`config.mk`:
```
export PLATFORM = sky130hd
export DESIGN_NAME = pipe_stage_buf
export DESIGN_NICKNAME = d
export VERILOG_FILES = /design/src/rtl/pipe_stage_buf.sv
export SDC_FILE = /design/constraint.sdc
export NUM_CORES = 1
export LEC_CHECK = 0
export ABC_AREA = 1
export BUFFER_PORTS_ARGS = -buffer_cell sky130_fd_sc_hd__buf_2
export CAP_MARGIN = 10
export CORE_MARGIN = 1
export CORE_UTILIZATION = 50
export CTS_BUF_LIST = sky130_fd_sc_hd__clkbuf_4 sky130_fd_sc_hd__clkbuf_8 sky130_fd_sc_hd__clkbuf_16
export DETAILED_ROUTE_END_ITERATION = 12
export GPL_TIMING_DRIVEN = 0
export PLACE_DENSITY = 0.84
export SLEW_MARGIN = 20
export SYNTH_ARGS = -nofsm -noshare
export SYNTH_HDL_FRONTEND = slang
export SYNTH_SLANG_ARGS = --single-unit
```
`constraint.sdc`:
```
create_clock -name clk -period 2 [get_ports clk]
set_clock_uncertainty 0.2 [all_clocks]
set_input_delay 0.6 -clock clk [delete_from_list [all_inputs] [get_ports clk]]
set_output_delay 0.6 -clock clk [all_outputs]
set_load 0.05 [all_outputs]
```
`src/rtl/pipe_stage_buf.sv`:
```
// Inter-stage pipeline register with valid/ready handshake, a one-entry skid buffer, flush and exception redirect.
// Optional perf counters (stall_cnt, kill_cnt) are built only when STAGE_PERF_CNT_EN is defined.
module pipe_stage_buf #(
   parameter int unsigned        DATA_W  = 32,
   parameter int unsigned        LANES   = 6,
   parameter int unsigned        PC_LANE = 1,
   parameter logic [DATA_W-1:0]  EXC_PC  = 32'h0000_4180,
   parameter int unsigned        CNT_W   = 16
) (
   input  logic                      clk,
   input  logic                      reset,
   input  logic                      in_valid,
   output logic                      in_ready,
   input  logic [LANES*DATA_W-1:0]   in_data,
   output logic                      out_valid,
   input  logic                      out_ready,
   output logic [LANES*DATA_W-1:0]   out_data,
   input  logic                      flush,
   input  logic                      req
`ifdef STAGE_PERF_CNT_EN
   ,
   output logic [CNT_W-1:0]          stall_cnt,
   output logic [CNT_W-1:0]          kill_cnt
`endif
);

   localparam int unsigned PW = LANES * DATA_W;

   typedef enum logic [1:0] {
      EMPTY = 2'd0,
      ONE   = 2'd1,
      FULL  = 2'd2
   } state_t;

   state_t          state_q;
   logic [PW-1:0]   main_q;
   logic [PW-1:0]   skid_q;
   logic            out_valid_q;
   logic [PW-1:0]   exc_payload;
   logic            in_fire;
   logic            out_fire;

   // Handler bubble: every lane zero except the PC lane.
   always_comb begin
      exc_payload = '0;
      exc_payload[PC_LANE*DATA_W +: DATA_W] = EXC_PC;
   end

   assign in_ready  = (state_q != FULL) && !flush && !req && reset;
   assign in_fire   = in_valid && in_ready;
   assign out_fire  = out_valid_q && out_ready;
   assign out_valid = out_valid_q;
   assign out_data  = main_q;

   // NOTE: state and data registers use non-blocking assignments so every branch
   // samples the pre-edge values of main_q/skid_q/state_q.
   // NOTE: the payload registers are reset as well, so out_data is a known zero
   // after reset rather than whatever the flops powered up with.
   always_ff @(posedge clk or negedge reset) begin
      if (!reset) begin
         state_q     <= EMPTY;
         out_valid_q <= 1'b0;
         main_q      <= '0;
         skid_q      <= '0;
      end else if (req) begin
         state_q     <= ONE;
         out_valid_q <= 1'b1;
         main_q      <= exc_payload;
         skid_q      <= '0;
      end else if (flush) begin
         state_q     <= EMPTY;
         out_valid_q <= 1'b0;
      end else begin
         unique case (state_q)
            EMPTY: begin
               if (in_fire) begin
                  main_q      <= in_data;
                  state_q     <= ONE;
                  out_valid_q <= 1'b1;
               end
            end
            ONE: begin
               if (in_fire && out_fire) begin
                  main_q <= in_data;
               end else if (in_fire) begin
                  skid_q  <= in_data;
                  state_q <= FULL;
               end else if (out_fire) begin
                  state_q     <= EMPTY;
                  out_valid_q <= 1'b0;
               end
            end
            FULL: begin
               // Skid is never overwritten: in_ready is low while FULL.
               if (out_fire) begin
                  main_q  <= skid_q;
                  state_q <= ONE;
               end
            end
            default: begin
               state_q     <= EMPTY;
               out_valid_q <= 1'b0;
            end
         endcase
      end
   end

`ifdef STAGE_PERF_CNT_EN
   logic [1:0]       occupancy;
   logic [1:0]       killed;
   logic [CNT_W:0]   kill_sum;
   logic [CNT_W-1:0] stall_q;
   logic [CNT_W-1:0] kill_q;

   // An entry taken downstream on the flush/req cycle was delivered, not killed.
   always_comb begin
      unique case (state_q)
         ONE:     occupancy = 2'd1;
         FULL:    occupancy = 2'd2;
         default: occupancy = 2'd0;
      endcase
      killed   = (req || flush) ? (occupancy - {1'b0, out_fire}) : 2'd0;
      kill_sum = (CNT_W+1)'(kill_q) + (CNT_W+1)'(killed);
   end

   always_ff @(posedge clk or negedge reset) begin
      if (!reset) begin
         stall_q <= '0;
         kill_q  <= '0;
      end else begin
         if (out_valid_q && !out_ready && (stall_q != {CNT_W{1'b1}}))
            stall_q <= stall_q + 1'b1;
         kill_q <= kill_sum[CNT_W] ? {CNT_W{1'b1}} : kill_sum[CNT_W-1:0];
      end
   end

   assign stall_cnt = stall_q;
   assign kill_cnt  = kill_q;
`endif

endmodule

```
==> impl_metrics.yaml, run 1 <==
run_status:
  outcome: "finished with violations"
  violations: "negative setup slack"
routing:
  wire_per_inst_um: 18.5
  vias: 18100
  dr.pass1.iters: 6
  detail_route.iter0.violations: 1555
  wirelength_mm: 58.1
  drc_errors: 0
  drtAntennaViolNets: 0
  viasPerCell: 5.78
floorplan:
  die_h_um: 192
  io_pins: 392
  core_area_um2: 35600
  die_area_um2: 36900
  die_w_um: 192
  initial_core_util_pct: 50.8
  rows: 69
place:
  dp_hpwl_mm: 39.8
  dpl_worst_slack_ns: -1.55
  dp.cells: 3037
  io_buffer_count: 391
  gp_congestion: 0.919
critical_path:
  critPathKind: "register to output port"
  cpPeakStageDelay_ns: 0.38
  worstSetupEndpointType: "output port"
  cpMaxStageDelayCell: "dfrtp_1"
  cpMostUsedCell: "buf_12"
  startpoint_type: "register"
  crit_arrival_ns: 1.82
  path_buf_inv: 5
  cpLargestDelayFamily: "buffers and inverters"
  cp_cell_sequence: "inv_2 > ha_4 > buf_12 > buf_12 > buf_12 > nor3_4 > buf_6"
  crit_required_ns: 1.20
  crit_path_max_fanout: 3
global_routing:
  grt_pass1_wl_mm: 90.6
  antenna_found_initial: 12
  first_global_vias: 17600
  gr-total-overflow: 0
  grt_usage_pct: 31.1
  grt_max_degree: 110
finish:
  final_common_cell: "buf_2"
  fillers: 2842
  stdcell_count: 3136
  areaGrowthSynthToFinish_pct: 30.9
  nets: 2841
  mostFrequentLayoutCells: "425 x buf_2, 397 x nand2_1, 386 x dfrtp_1"
  drive_above_1_share_pct: 28.2
timing:
  fmax_mhz: 382
  period_needed_ns: 2.62
  max-slew-margin-rel_pct: 36.0
  slew_violations: 0
  finalSetupViolations: 535
  worst_pin_slew_ns: 0.960
  hold_viol_final: 0
  worst_slack_ns: -0.616
  rsz0062_at_grt: "true"
  finalCritPeriodShare_pct: 131
synthesis:
  syn_inst: 2182
  syn_area_um2: 18100
  ys.warnings.count: 0
  synth-seq-cells: 387
  synth_area_leaders: "dfrtp_1 54%, nand3_1 11%, o21ai_0 11%, nand2_1 8.3%, nand4_1 6.7%"
  yosysTopAreaCell: "dfrtp_1"
  seq_area_frac_synth_pct: 53.6
  synth_top_area_share_pct: 53.6
  synth.distinct_cells: 20
  synth_nets: 2384
  syn_avg_cell_area_um2: 8.28
cts:
  clock_sinks: 387
  cts_tree: "done"
  cts_max_path_buffers: 3
  path_clk_slew_ns: 0.06
  cts_htree_levels: 2
  cts_buffers: 42
  clockRootBuffer: "clkbuf_16"
  clock_latency_ns: 0.55
power:
  power_density_nw_per_um2: 903
  ir_drop_v: 0.000594
  cellLeakagePower_nw: 12.3
flow_run:
  drv_cap: 0
min_path:
  hold_class: "input port to register"
-- cell families after synthesis --
logic type	share of synthesized area (%)
buffers and inverters	9.17
adder cells (fa/ha/maj)	0.277
AO/OA/AOI/OAI	10.9
flip-flops	53.6
AND/OR/NAND/NOR	26.0
-- flip-flops by register name, summed over array words and instances, names as in the netlist --
name and count:
out_data 192, skid_q 192, state_q 2, out_valid 1
-- synth_stat cells, drive strengths merged --
| library cell | instances |
|---|---|
| nand2 | 401 |
| nand3 | 389 |
| dfrtp | 387 |
| o21ai | 383 |
| inv | 202 |
| nand4 | 192 |
| buf | 108 |
| clkbuf | 102 |
| nor2 | 5 |
| a21oi | 4 |
| ha | 4 |
| o211ai | 3 |
| nor3 | 1 |
| or2 | 1 |
-- what timing repair did --
action,CTS,global route
setup endpoints to repair,460,515
resized for setup,103,34
setup buffers,14,2
pin swaps,3,1
gates cloned,2,1
endpoints found under the hold margin,90,90
-- worst reg2reg max path: stages, from the launching register on --
cell and delay, ns:
dfrtp_1 0.38, inv_2 0.06, ha_4 0.17, buf_4 0.15, buf_4 0.15, nand2_1 0.10
nand3_2 0.09, a21oi_4 0.16, buf_12 0.15, nand2_8 0.10, bufbuf_16 0.30, buf_8 0.16
nand3_2 0.06, nand2_1 0.07
-- final timing paths --
kind	from	depth (start not counted)	slack, ns	end
worst max-delay path	state_q[0]$_DFFE_PN0P_	7	-0.62	in_ready
worst min-delay path	in_data[163]	3	0.12	skid_q[163]$_DFFE_PN0P_
worst max register to register	state_q[0]$_DFFE_PN0P_	13	-0.39	out_data[161]$_DFFE_PN0P_
worst min register to register	out_data[35]$_DFFE_PN0P_	2	0.30	out_data[35]$_DFFE_PN0P_
max in group asynchronous	reset	4	-0.28	out_data[40]$_DFFE_PN0P_
min in group asynchronous	reset	2	0.42	out_data[148]$_DFFE_PN0P_
-- stage by stage --
step	hold slack [ns]	area [µm²]	setup TNS [ns]	utilization (%)	power, mW
floorplan	0.104	18900	-10.67	-	11.5
global placement	0.284	21500	-5805.92	60.4	12.8
detailed placement	0.287	21600	-552.63	60.6	12.9
CTS	-0.213	23500	-86.68	66.1	21.3
global route	0.126	23600	-172.90	66.5	22.1
finish	0.117	23600	-105.96	66.5	21.4
-- per-layer routing --
metal | global-route usage, % | vias to the layer above | routed length (µm)
met5 | 0 | - | 103
li1 | - | 8320 | -
met3 | 7.09 | 183 | 5110
met4 | 13.9 | 18 | 2590
met2 | 50.9 | 853 | 27500
met1 | 39.3 | 8755 | 22800
-- power breakdown --
group          total (mW)  internal [mW]  switching [mW]
Sequential           8.55           8.27           0.286
Combinational        4.57           1.28            3.29
Clock                8.24           5.08            3.16
Total                21.4           14.6            6.73
-- layout make-up --
cell class / instances / area [µm²] / share of cell area [%]
sequential: 387 / 9690 / 41.0
multi-input combinational: 1383 / 7460 / 31.5
timing repair buffer: 416 / 2350 / 9.94
buffer: 207 / 1320 / 5.58
tap: 461 / 577 / 2.44
antenna: 4 / 10.0 / 0.0423
inverter: 202 / 758 / 3.21
clock inverter: 10 / 154 / 0.651
clock buffer: 66 / 1330 / 5.63
Note: power is estimated with default switching activity, not from simulation.
==> run 2, diff against run 1 <==
--- a/config.mk
+++ b/config.mk
@@ -13,7 +13,7 @@
 export CTS_BUF_LIST = sky130_fd_sc_hd__clkbuf_4 sky130_fd_sc_hd__clkbuf_8 sky130_fd_sc_hd__clkbuf_16
 export DETAILED_ROUTE_END_ITERATION = 12
 export GPL_TIMING_DRIVEN = 0
-export PLACE_DENSITY = 0.84
+export PLACE_DENSITY = 0.77
 export SLEW_MARGIN = 20
 export SYNTH_ARGS = -nofsm -noshare
 export SYNTH_HDL_FRONTEND = slang
==> impl_metrics.yaml, run 2 (synthesized netlist as in run 1, its figures left out) <==
timing:
  hold_viol_final: 0
  period_needed_ns: 2.67
  hold_ws_ns: 0.104
  max-slew-margin-rel_pct: 42.6
  slew_violations: 0
  worst_slack_ns: -0.672
  finalSetupTns_ns: -176.35
  worst_pin_slew_ns: 0.859
  finalCritPeriodShare_pct: 134
  finalSetupViolations: 462
  fmax_mhz: 374
  rsz0062_at_grt: "true"
floorplan:
  die_h_um: 192
  die_w_um: 192
  rows: 69
  die_area_um2: 36900
  io_pins: 392
  initial_core_util_pct: 50.8
  core_area_um2: 35600
routing:
  detail_route.iter0.violations: 1553
  viasPerCell: 6.04
  wire_per_inst_um: 22.3
  wirelength_mm: 72.7
  drc_errors: 0
  dr.pass1.iters: 6
  drtAntennaViolNets: 0
  vias: 19700
critical_path:
  crit_cells: 7
  crit_arrival_ns: 1.87
  cp_cell_sequence: "inv_2 > ha_4 > buf_12 > buf_12 > buf_12 > nor3_4 > buf_6"
  crit_required_ns: 1.20
  path_buf_inv: 5
  cpLargestDelayFamily: "buffers and inverters"
  startpoint_type: "register"
  worstSetupEndpointType: "output port"
  reg2reg_depth: 14
  cpMaxStageDelayCell: "dfrtp_1"
  critPathKind: "register to output port"
  cpMostUsedCell: "buf_12"
  reg2reg_slack_ns: -0.57
  crit_path_max_fanout: 2
  cpPeakStageDelay_ns: 0.39
place:
  dp.cells: 3038
  dp_hpwl_mm: 40.7
  dpl_worst_slack_ns: -1.65
  gp_congestion: 0.879
  io_buffer_count: 391
power:
  internal-power_mw: 15.4
  comb_power_share_pct: 27.5
  seq_power_share_pct: 37.4
  power_density_nw_per_um2: 813
  p_sw_share_pct: 33.0
  switchingPower_mw: 7.60
  ir_drop_v: 0.000660
  p_clk_share_pct: 35.2
  cellLeakagePower_nw: 14.2
min_path:
  hold_class: "input port to register"
  holdPathStages: 3
global_routing:
  grt_max_degree: 101
  grt_usage_pct: 35.6
  antenna_found_initial: 21
  first_global_vias: 18800
  grt_pass1_wl_mm: 102
  gr-total-overflow: 0
finish:
  drive_above_1_share_pct: 43.5
  fillers: 2136
  nets: 2962
  stdcell_count: 3266
  final_common_cell: "buf_2"
  areaGrowthSynthToFinish_pct: 56.8
  mostFrequentLayoutCells: "403 x buf_2, 386 x dfrtp_1, 376 x nand2_1"
  final_util_pct: 79.6
flow_run:
  drv_cap: 0
run_status:
  violations: "negative setup slack"
  outcome: "finished with violations"
cts:
  cts_max_path_buffers: 3
  cts_htree_levels: 2
  clockRootBuffer: "clkbuf_16"
  clock_latency_ns: 0.55
  path_clk_slew_ns: 0.07
  cts_buffers: 43
  cts_tree: "done"
  clock_sinks: 387
run 2: repair_timing:
action                     CTS  global route
hold buffers                 8             0
hold endpoints to repair    52             0
buffers inserted            53            26
pin swaps                  115            97
setup endpoints to repair  471           558
cloned                      47            27
gates resized for setup    472           516
run 2: worst paths after layout:
path,start,endpoint
max,state_q[0]$_DFFE_PN0P_,in_ready
min,in_data[100],skid_q[100]$_DFFE_PN0P_
max reg2reg,state_q[0]$_DFFE_PN0P_,out_data[138]$_DFFE_PN0P_
min reg2reg,out_data[189]$_DFFE_PN0P_,out_data[189]$_DFFE_PN0P_
max in group asynchronous,reset,skid_q[129]$_DFFE_PN0P_
min in group asynchronous,reset,skid_q[25]$_DFFE_PN0P_
run 2: layer usage:
| layer | global-route usage (%) | vias up | part of all wire [%] |
|---|---|---|---|
| li1 | - | 8632 | - |
| met1 | 45.3 | 9597 | 37 |
| met2 | 57.0 | 1176 | 47 |
| met3 | 8.35 | 319 | 9.9 |
| met4 | 17.1 | 14 | 6.0 |
| met5 | 0 | - | 0.12 |
run 2: worst min-delay path, stage by stage:
cell and delay [ns]:
buf_2 0.09, inv_1 0.07, o21ai_2 0.06
run 2: through the flow:
| step | cell area, µm² | power (mW) |
|---|---|---|
| 2_1_floorplan | 18900 | 11.5 |
| 3_3_place_gp | 21500 | 12.8 |
| 3_5_place_dp | 21600 | 12.9 |
| 4_1_cts | 26200 | 22.2 |
| 5_1_grt | 28300 | 23.6 |
| 6_report | 28300 | 23.0 |
run 2: power groups by stage:
stage / Combinational, mW / Sequential, mW / Clock (mW)
final: 6.33 / 8.60 / 8.09
after CTS: 5.65 / 8.56 / 8.02
after floorplan: 1.74 / 9.78 / 0
after global routing: 6.61 / 8.64 / 8.39
after global placement: 4.14 / 8.67 / 0
after detailed placement: 4.24 / 8.68 / 0
run 2: layout make-up:
class | instances | area (µm²) | area share [%]
inverter | 202 | 761 | 2.69
sequential | 387 | 9690 | 34.2
multi-input combinational | 1384 | 9130 | 32.2
tap | 461 | 577 | 2.04
antenna | 16 | 40.0 | 0.141
clock inverter | 10 | 103 | 0.362
timing repair buffer | 538 | 4750 | 16.8
clock buffer | 64 | 1310 | 4.61
buffer | 204 | 1960 | 6.91
